===== config.mk =====
export PLATFORM = sky130hd
export DESIGN_NAME = score_transmitter
export DESIGN_NICKNAME = d
export VERILOG_FILES = /design/src/rtl/score_transmitter.sv
export SDC_FILE = /design/constraint.sdc
export NUM_CORES = 1
export LEC_CHECK = 0
export CORE_MARGIN = 5
export CORE_UTILIZATION = 65
export DETAILED_ROUTE_END_ITERATION = 16
export GPL_ROUTABILITY_DRIVEN = 0
export MAX_ROUTING_LAYER = met4
export PLACE_DENSITY = 0.85
export SKIP_LAST_GASP = 1
export SLEW_MARGIN = 15
export SYNTH_ARGS = -nofsm -noshare
export SYNTH_HDL_FRONTEND = slang
export SYNTH_SLANG_ARGS = --single-unit

===== constraint.sdc =====
create_clock -name clk -period 4.06 [get_ports clk]
set_clock_uncertainty 0.05 [all_clocks]
set_input_delay 0.812 -clock clk [delete_from_list [all_inputs] [get_ports clk]]
set_output_delay 0.812 -clock clk [all_outputs]
set_load 0.02 [all_outputs]

===== src/rtl/score_transmitter.sv =====
// SPI-master (mode 0, MSB first) transmitter for per-lane hit results, fed by an event FIFO.
// Optional odd-parity 17th bit when SCORE_TX_PARITY_EN is defined.
module score_transmitter #(
  parameter int unsigned CLK_DIV    = 6,
  parameter int unsigned FIFO_DEPTH = 8,
  parameter int unsigned CS_GAP     = 4
) (
  input  logic                          clk,
  input  logic                          reset_n,
  input  logic [3:0]                    hit_perfect,
  input  logic [3:0]                    hit_okay,
  input  logic [3:0]                    hit_miss,
  input  logic                          overflow_clr,
  output logic                          sck,
  output logic                          sdo,
  output logic                          cs_n,
  output logic                          busy,
  output logic                          overflow,
  output logic [$clog2(FIFO_DEPTH):0]   fifo_count
);

  localparam int unsigned PTR_W   = $clog2(FIFO_DEPTH);
  localparam int unsigned CNT_W   = PTR_W + 1;
  localparam int unsigned FRAME_W = 16;
`ifdef SCORE_TX_PARITY_EN
  localparam int unsigned NBITS   = FRAME_W + 1;
`else
  localparam int unsigned NBITS   = FRAME_W;
`endif
  localparam int unsigned DIV_MAX = (CLK_DIV > CS_GAP) ? CLK_DIV : CS_GAP;
  localparam int unsigned DIV_W   = $clog2(DIV_MAX);
  localparam int unsigned BIT_W   = $clog2(NBITS);

  typedef enum logic [2:0] {IDLE, SETUP, SHIFT, HOLD, GAP} state_e;

  state_e               state_q, state_d;
  logic [DIV_W-1:0]     div_q, div_d;
  logic [BIT_W-1:0]     bit_q, bit_d;
  logic [NBITS-1:0]     sr_q, sr_d;
  logic                 sck_q, sck_d;
  logic                 sdo_q, sdo_d;
  logic                 cs_n_q, cs_n_d;
  logic                 busy_q, busy_d;
  logic                 overflow_q, overflow_d;
  logic [CNT_W-1:0]     count_q, count_d;
  logic [PTR_W-1:0]     wr_ptr_q, wr_ptr_d;
  logic [PTR_W-1:0]     rd_ptr_q, rd_ptr_d;
  logic [FRAME_W-1:0]   mem [FIFO_DEPTH];

  logic [FRAME_W-1:0]   push_frame_c;
  logic [FRAME_W-1:0]   head_c;
  logic [NBITS-1:0]     head_ext_c;
  logic                 push_req_c;
  logic                 push_ok_c;
  logic                 pop_c;

  // FIFO bookkeeping; a pop in the same cycle frees room for a push into a full FIFO
  always_comb begin
    push_frame_c = {4'hA, hit_perfect, hit_okay, hit_miss};
    push_req_c   = |{hit_perfect, hit_okay, hit_miss};
    pop_c        = (state_q == IDLE) && (count_q != CNT_W'(0));
    push_ok_c    = push_req_c && ((count_q < CNT_W'(FIFO_DEPTH)) || pop_c);
    head_c       = mem[rd_ptr_q];
`ifdef SCORE_TX_PARITY_EN
    head_ext_c   = {head_c, ~^head_c};
`else
    head_ext_c   = head_c;
`endif
    count_d      = count_q + CNT_W'(push_ok_c) - CNT_W'(pop_c);
    wr_ptr_d     = wr_ptr_q + PTR_W'(push_ok_c);
    rd_ptr_d     = rd_ptr_q + PTR_W'(pop_c);
    overflow_d   = overflow_q;
    if (overflow_clr) overflow_d = 1'b0;
    if (push_req_c && !push_ok_c) overflow_d = 1'b1;
  end

  always_ff @(posedge clk) begin
    if (push_ok_c) mem[wr_ptr_q] <= push_frame_c;
  end

  // Frame sequencer: div_q paces SCK half-periods and the CS gap, bit_q counts falling edges
  always_comb begin
    state_d = state_q;
    div_d   = div_q;
    bit_d   = bit_q;
    sr_d    = sr_q;
    sck_d   = sck_q;
    sdo_d   = sdo_q;
    cs_n_d  = cs_n_q;
    unique case (state_q)
      IDLE: begin
        if (pop_c) begin
          state_d = SETUP;
          cs_n_d  = 1'b0;
          sdo_d   = head_ext_c[NBITS-1];
          sr_d    = head_ext_c << 1;
          div_d   = DIV_W'(0);
          bit_d   = BIT_W'(0);
        end
      end
      SETUP: begin
        if (div_q == DIV_W'(CLK_DIV - 1)) begin
          div_d   = DIV_W'(0);
          sck_d   = 1'b1;
          state_d = SHIFT;
        end else begin
          div_d = div_q + DIV_W'(1);
        end
      end
      SHIFT: begin
        if (div_q == DIV_W'(CLK_DIV - 1)) begin
          div_d = DIV_W'(0);
          if (sck_q) begin
            sck_d = 1'b0;
            if (bit_q == BIT_W'(NBITS - 1)) begin
              state_d = HOLD;
            end else begin
              sdo_d = sr_q[NBITS-1];
              sr_d  = sr_q << 1;
              bit_d = bit_q + BIT_W'(1);
            end
          end else begin
            sck_d = 1'b1;
          end
        end else begin
          div_d = div_q + DIV_W'(1);
        end
      end
      HOLD: begin
        if (div_q == DIV_W'(CLK_DIV - 1)) begin
          div_d   = DIV_W'(0);
          cs_n_d  = 1'b1;
          sdo_d   = 1'b0;
          state_d = GAP;
        end else begin
          div_d = div_q + DIV_W'(1);
        end
      end
      GAP: begin
        if (div_q == DIV_W'(CS_GAP - 1)) begin
          div_d   = DIV_W'(0);
          state_d = IDLE;
        end else begin
          div_d = div_q + DIV_W'(1);
        end
      end
      default: begin
        state_d = IDLE;
        cs_n_d  = 1'b1;
        sck_d   = 1'b0;
        sdo_d   = 1'b0;
      end
    endcase
    busy_d = (state_d != IDLE);
  end

  always_ff @(posedge clk or negedge reset_n) begin
    if (!reset_n) begin
      state_q    <= IDLE;
      div_q      <= '0;
      bit_q      <= '0;
      sr_q       <= '0;
      sck_q      <= 1'b0;
      sdo_q      <= 1'b0;
      cs_n_q     <= 1'b1;
      busy_q     <= 1'b0;
      overflow_q <= 1'b0;
      count_q    <= '0;
      wr_ptr_q   <= '0;
      rd_ptr_q   <= '0;
    end else begin
      state_q    <= state_d;
      div_q      <= div_d;
      bit_q      <= bit_d;
      sr_q       <= sr_d;
      sck_q      <= sck_d;
      sdo_q      <= sdo_d;
      cs_n_q     <= cs_n_d;
      busy_q     <= busy_d;
      overflow_q <= overflow_d;
      count_q    <= count_d;
      wr_ptr_q   <= wr_ptr_d;
      rd_ptr_q   <= rd_ptr_d;
    end
  end

  assign sck        = sck_q;
  assign sdo        = sdo_q;
  assign cs_n       = cs_n_q;
  assign busy       = busy_q;
  assign overflow   = overflow_q;
  assign fifo_count = count_q;

endmodule


# == Word level (Yosys, flattened, before mapping) ==
# Memory sizes are Yosys's and may differ from the RTL's.
# Cells that the tools add are included.
# word_totals
ff_bits,41
ramBits,96
output_inout_bits,9
elab_cells,95
n_memories,1
# mem_list
memory,words,word_bits,read_ports,rd_clocked_by_memory_dff,wr,line,source
mem,8,12,1,0,1,48,logic [FRAME_W-1:0] mem [FIFO_DEPTH];
# op_classes
addsub,6
order_cmp,1
eq_ne,13
muxes,38
n_bitwise,3
reduce_logical,21
# ops
operator,count
two-way mux 16 bit,4
one-hot mux 16 bit (2 select lines),1
two-way mux 3 bit,10
two-way mux 4 bit,4
one-hot mux 3 bit (5 select lines),1
two-way mux 1 bit,13
"!= test 2 bit, second input constant",6
OR reduction 12 bit,1
"== test 3 x 2 -> 1 bit, second input constant",3
one-hot mux 3 bit (3 select lines),1
OR reduction 3 bit,3
one-hot mux 4 bit (2 select lines),1
adder 3 x 1 -> 3 bit,2
"== test 3 bit, second input constant",2
one-hot mux 1 bit (3 select lines),2
AND reduction 3 bit,2
AND reduction 6 bit,1
nonzero test 3 bit,2
AND reduction 5 bit,1
adder 4 x 1 -> 4 bit,1
"adder 4 x 1 -> 4 bit, second input constant",1
"== test 4 bit, second input constant",1
"less-than comparator 4 bit, second input constant",1
one-hot mux 1 bit (4 select lines),1
12 further kinds,17

# == Depth between registers and ports, before layout ==
# logic_depth
ltp_word,7
mapped_depth,13

# == Least setup slack after synthesis ==
# OpenSTA, ideal clock, no wires.
# synth_timing
kind,register to register
from,register count_q[2] (netlist: fifo_count[2])
to,register count_q[2] (netlist: fifo_count[2])
t_arrival_ps,2533
required_time_ps,3887
slack_ps,1354
path_stages_with_launch,13
path_buffers,2
synth_period_minus_slack_ps,2706
path_cell_list,dfrtp_1 -> inv_1 -> ha_1 -> nor3b_2 -> or2_1 -> buf_6 -> buf_2 -> inv_1 -> ha_1 -> inv_1 -> ha_1 -> fa_1 -> xor2_1
# synth_between
elab_chain_len,6
# synth_lines
item,line,source
"start, declared",45,"logic [CNT_W-1:0] count_q, count_d;"
"start signal, assigned",181,count_q <= count_d;
branches (longest 5 deep; another with less-than comparator 4 bit),-,
subtractor 4 x 1 -> 4 bit (*),69,count_d = count_q + CNT_W'(push_ok_c) - CNT_W'(pop_c);
net count_d[2],45,
# Mark *: on every way through the listed nets, which the timed path passes.
# A chain may end at the register's enable or synchronous reset.

# == Final worst setup path ==
# layout_timing
from,input hit_perfect[2]
to,register count_q[3] (netlist: fifo_count[3])
# layout_between
elab_chain_len,4
# layout_lines
item,line,source
"start, declared",10,"input logic [3:0] hit_perfect,"
OR reduction 12 bit,60,"push_req_c = |{hit_perfect, hit_okay, hit_miss};"
logical AND 1 bit,62,push_ok_c = push_req_c && ((count_q < CNT_W'(FIFO_DEPTH)) || pop_c);
adder 4 x 1 -> 4 bit,69,
subtractor 4 x 1 -> 4 bit,69,
net count_d[3],45,
# The timed path passes the listed nets, and every way through them passes these cells.

==> results.sh <==
export IMPL_finalCritPeriodShare_pct=72.06
export IMPL_start_util_pct=66.09
export IMPL_ys_warn_count=0
export IMPL_ioPinCount=24
export IMPL_relSlewSlack_pct=28.95
export IMPL_via_per_inst=6.554
export IMPL_num_rows=34
export IMPL_final_util_pct=77.09
export IMPL_maxCapViolations=0
export IMPL_die_area_um2=10800
export IMPL_crit_start="hit_perfect[2]"
export IMPL_hold_violations=0
export IMPL_hp_class="primary input to async pin"
export IMPL_cts_buffers=17
export IMPL_ff2ff_setup_slack_ns=1.16
export IMPL_crit_end="fifo_count[3]"
export IMPL_final_cell_mix="96 x edfxtp_1, 39 x dfrtp_1, 24 x mux4_2"
export IMPL_fin_nets=427
export IMPL_antenna_cells=0
export IMPL_ctsHoldBuffers=0
export IMPL_core_um2=8678
export IMPL_setup_viol_count_final=0
export IMPL_post_dp_cell_area_um2=6107
export IMPL_outcome="completed"
export IMPL_first_pass_iters=5
export IMPL_syn_num_nets=389
export IMPL_syn_cell_area_um2=5736
export IMPL_crit_fanout=9
export IMPL_ir_worst_vdd_mv=0.4159
export IMPL_htreeDepth=4
export IMPL_reg2regPathDepth=5
export IMPL_layout_commonest_cell="edfxtp_1"
export IMPL_final_area_um2=6690
export IMPL_min_period_ns=2.925
export IMPL_wl_per_cell_um=23.01
export IMPL_io_buffers=23
export IMPL_yosysSeqAreaShare_pct=67.74
export IMPL_setup_ws_ns=1.135
export IMPL_wl_mm=11.92
export IMPL_finalMaxSlewViolations=0
export IMPL_grt_pass1_wl_mm=19.44
export IMPL_cts_tree="done"
export IMPL_crit_type="primary input to flip-flop"
export IMPL_worst_pin_slew_ns=1.060
export IMPL_area_growth_syn_to_layout_pct=16.64
export IMPL_vias=3395
export IMPL_antenna_found_initial=0
export IMPL_place_hpwl_mm=7.225
export IMPL_synthCells=359
export IMPL_cts_root_buf="clkbuf_8"
export IMPL_overflow=0
export IMPL_postRouteAntennaNets=0
export IMPL_start_kind="primary input"
export IMPL_cts_setup_buffers=0
export IMPL_cts_sinks=136
export IMPL_die_x_um=103.9
export IMPL_synth_edf_count=96
export IMPL_first_iter_violations=323
export IMPL_synthFlopType="edfxtp_1"
export IMPL_grt_max_degree=41
export IMPL_ys_seq_elements=136
export IMPL_cp_arrival_ns=3.32
export IMPL_synth_distinct_cells=45
export IMPL_r2r_start="state_q[1]"
export IMPL_path_clk_slew_ns=0.06
export IMPL_grt_pass1_vias=3467
export IMPL_r2r_end="mem[2][5]"
export IMPL_end_kind="flip-flop"
export IMPL_dp_slack_ns=0.7161
export IMPL_rsz0062_at_grt="false"
export IMPL_insertion_delay_ns=0.52
export IMPL_grt_total_usage_pct=24.21
export IMPL_power_leakage_nw=2.467
export IMPL_drc=0
export IMPL_timing_setup_tns_ns=0
export IMPL_die_h_um=103.9
export IMPL_synthArstFlopShare_pct=29.41
export IMPL_syn_area_per_cell_um2=15.98
export IMPL_cts_max_path_buffers=2
export IMPL_fmax_mhz=341.8
export IMPL_drive_gt1_share_pct=19.27
export IMPL_required_ns=4.45
export IMPL_p_per_area_nw_per_um2=578.3
export IMPL_timing_hold_ws_ns=0.3638
export IMPL_cts_repair_resized=0
==> flip-flops by register name (all words and copies together), names as in the netlist <==
| name | count |
|---|---|
| sr_q | 15 |
| sck | 1 |
| fifo_count | 4 |
| div_q | 3 |
| mem | 96 |
| wr_ptr_q | 3 |
| bit_q | 4 |
| rd_ptr_q | 3 |
| sdo | 1 |
| overflow | 1 |
| cs_n | 1 |
| state_q | 3 |
| busy | 1 |
==> synthesized netlist by cell type (all sizes together), types with 8 or more instances <==
| cell type | count | share of area (%) |
|---|---|---|
| nor3 | 20 | 1.9 |
| nand3 | 10 | 0.87 |
| edfxtp | 96 | 50 |
| or3 | 9 | 1.1 |
| o21ai | 10 | 0.87 |
| ha | 14 | 3.1 |
| mux2i | 8 | 1.4 |
| mux4 | 24 | 9.4 |
| a21oi | 8 | 0.70 |
| nand2 | 11 | 0.72 |
| o22ai | 8 | 0.87 |
| inv | 16 | 1.0 |
| buf | 14 | 1.6 |
| nor2 | 17 | 1.1 |
| dfrtp | 39 | 17 |
==> metrics by stage <==
| step | cells | power [W] |
|---|---|---|
| 5_1_grt | 518 | 0.004024 |
| 3_3_place_gp | 486 | 0.002328 |
| 2_1_floorplan | 359 | 0.002115 |
| 4_1_cts | 518 | 0.003887 |
| 3_5_place_dp | 486 | 0.002368 |
| 6_report | 518 | 0.003869 |
==> cell families after synthesis <==
kind of cell	Yosys count	synth area share [%]
xor+xnor	5	0.7635
compound gates	50	6.218
mux	33	11.02
buf+inv	35	2.989
simple gates	85	7.876
flops	136	67.74
fa+ha+maj	15	3.403
==> critical path: stages <==
cell and delay (ns):
clkdlybuf4s50_1 0.56, nor4_1 0.48, nand3_1 0.27, nand2_1 0.15
ha_1 0.15, inv_1 0.07, ha_1 0.28, a21o_1 0.19
a21oi_1 0.18, xor2_1 0.16
==> final cells by class <==
class	count	area, µm²
Clock buffer	18	417.9
Clock inverter	14	165.2
Fill cell	483	1988
Inverter	16	60.06
Multi-Input combinational cell	188	1689
Sequential cell	136	3885
Tap cell	108	135.1
Timing Repair Buffer	38	337.8
==> worst min path at each step <==
stage | from | end | slack, ns
final | reset_n | sr_q[14] | 0.36
after floorplan | sr_q[1] | sr_q[1] | 0.41
after global placement | sr_q[1] | sr_q[1] | 0.42
after CTS | reset_n | sr_q[8] | 0.39
after global routing | reset_n | sr_q[14] | 0.44
after detailed placement | sr_q[1] | sr_q[1] | 0.43
==> routing by layer <==
| metal | vias up | GRT usage (%) | wire length, µm |
|---|---|---|---|
| li1 | 1481 | - | - |
| met1 | 1733 | 30.59 | 4739 |
| met2 | 163 | 39.30 | 6214 |
| met3 | 18 | 6.083 | 803 |
| met4 | 0 | 7.123 | 161 |
| met5 | - | - | 0 |
==> power breakdown <==
part           internal, W  leakage [nW]  switching, W  total (W)
clock network     0.000891         0.279      0.000616    0.00151
logic             0.000212         0.828      0.000326   0.000538
registers          0.00173          1.36     0.0000956    0.00182
(Power assumes the default switching activity.)
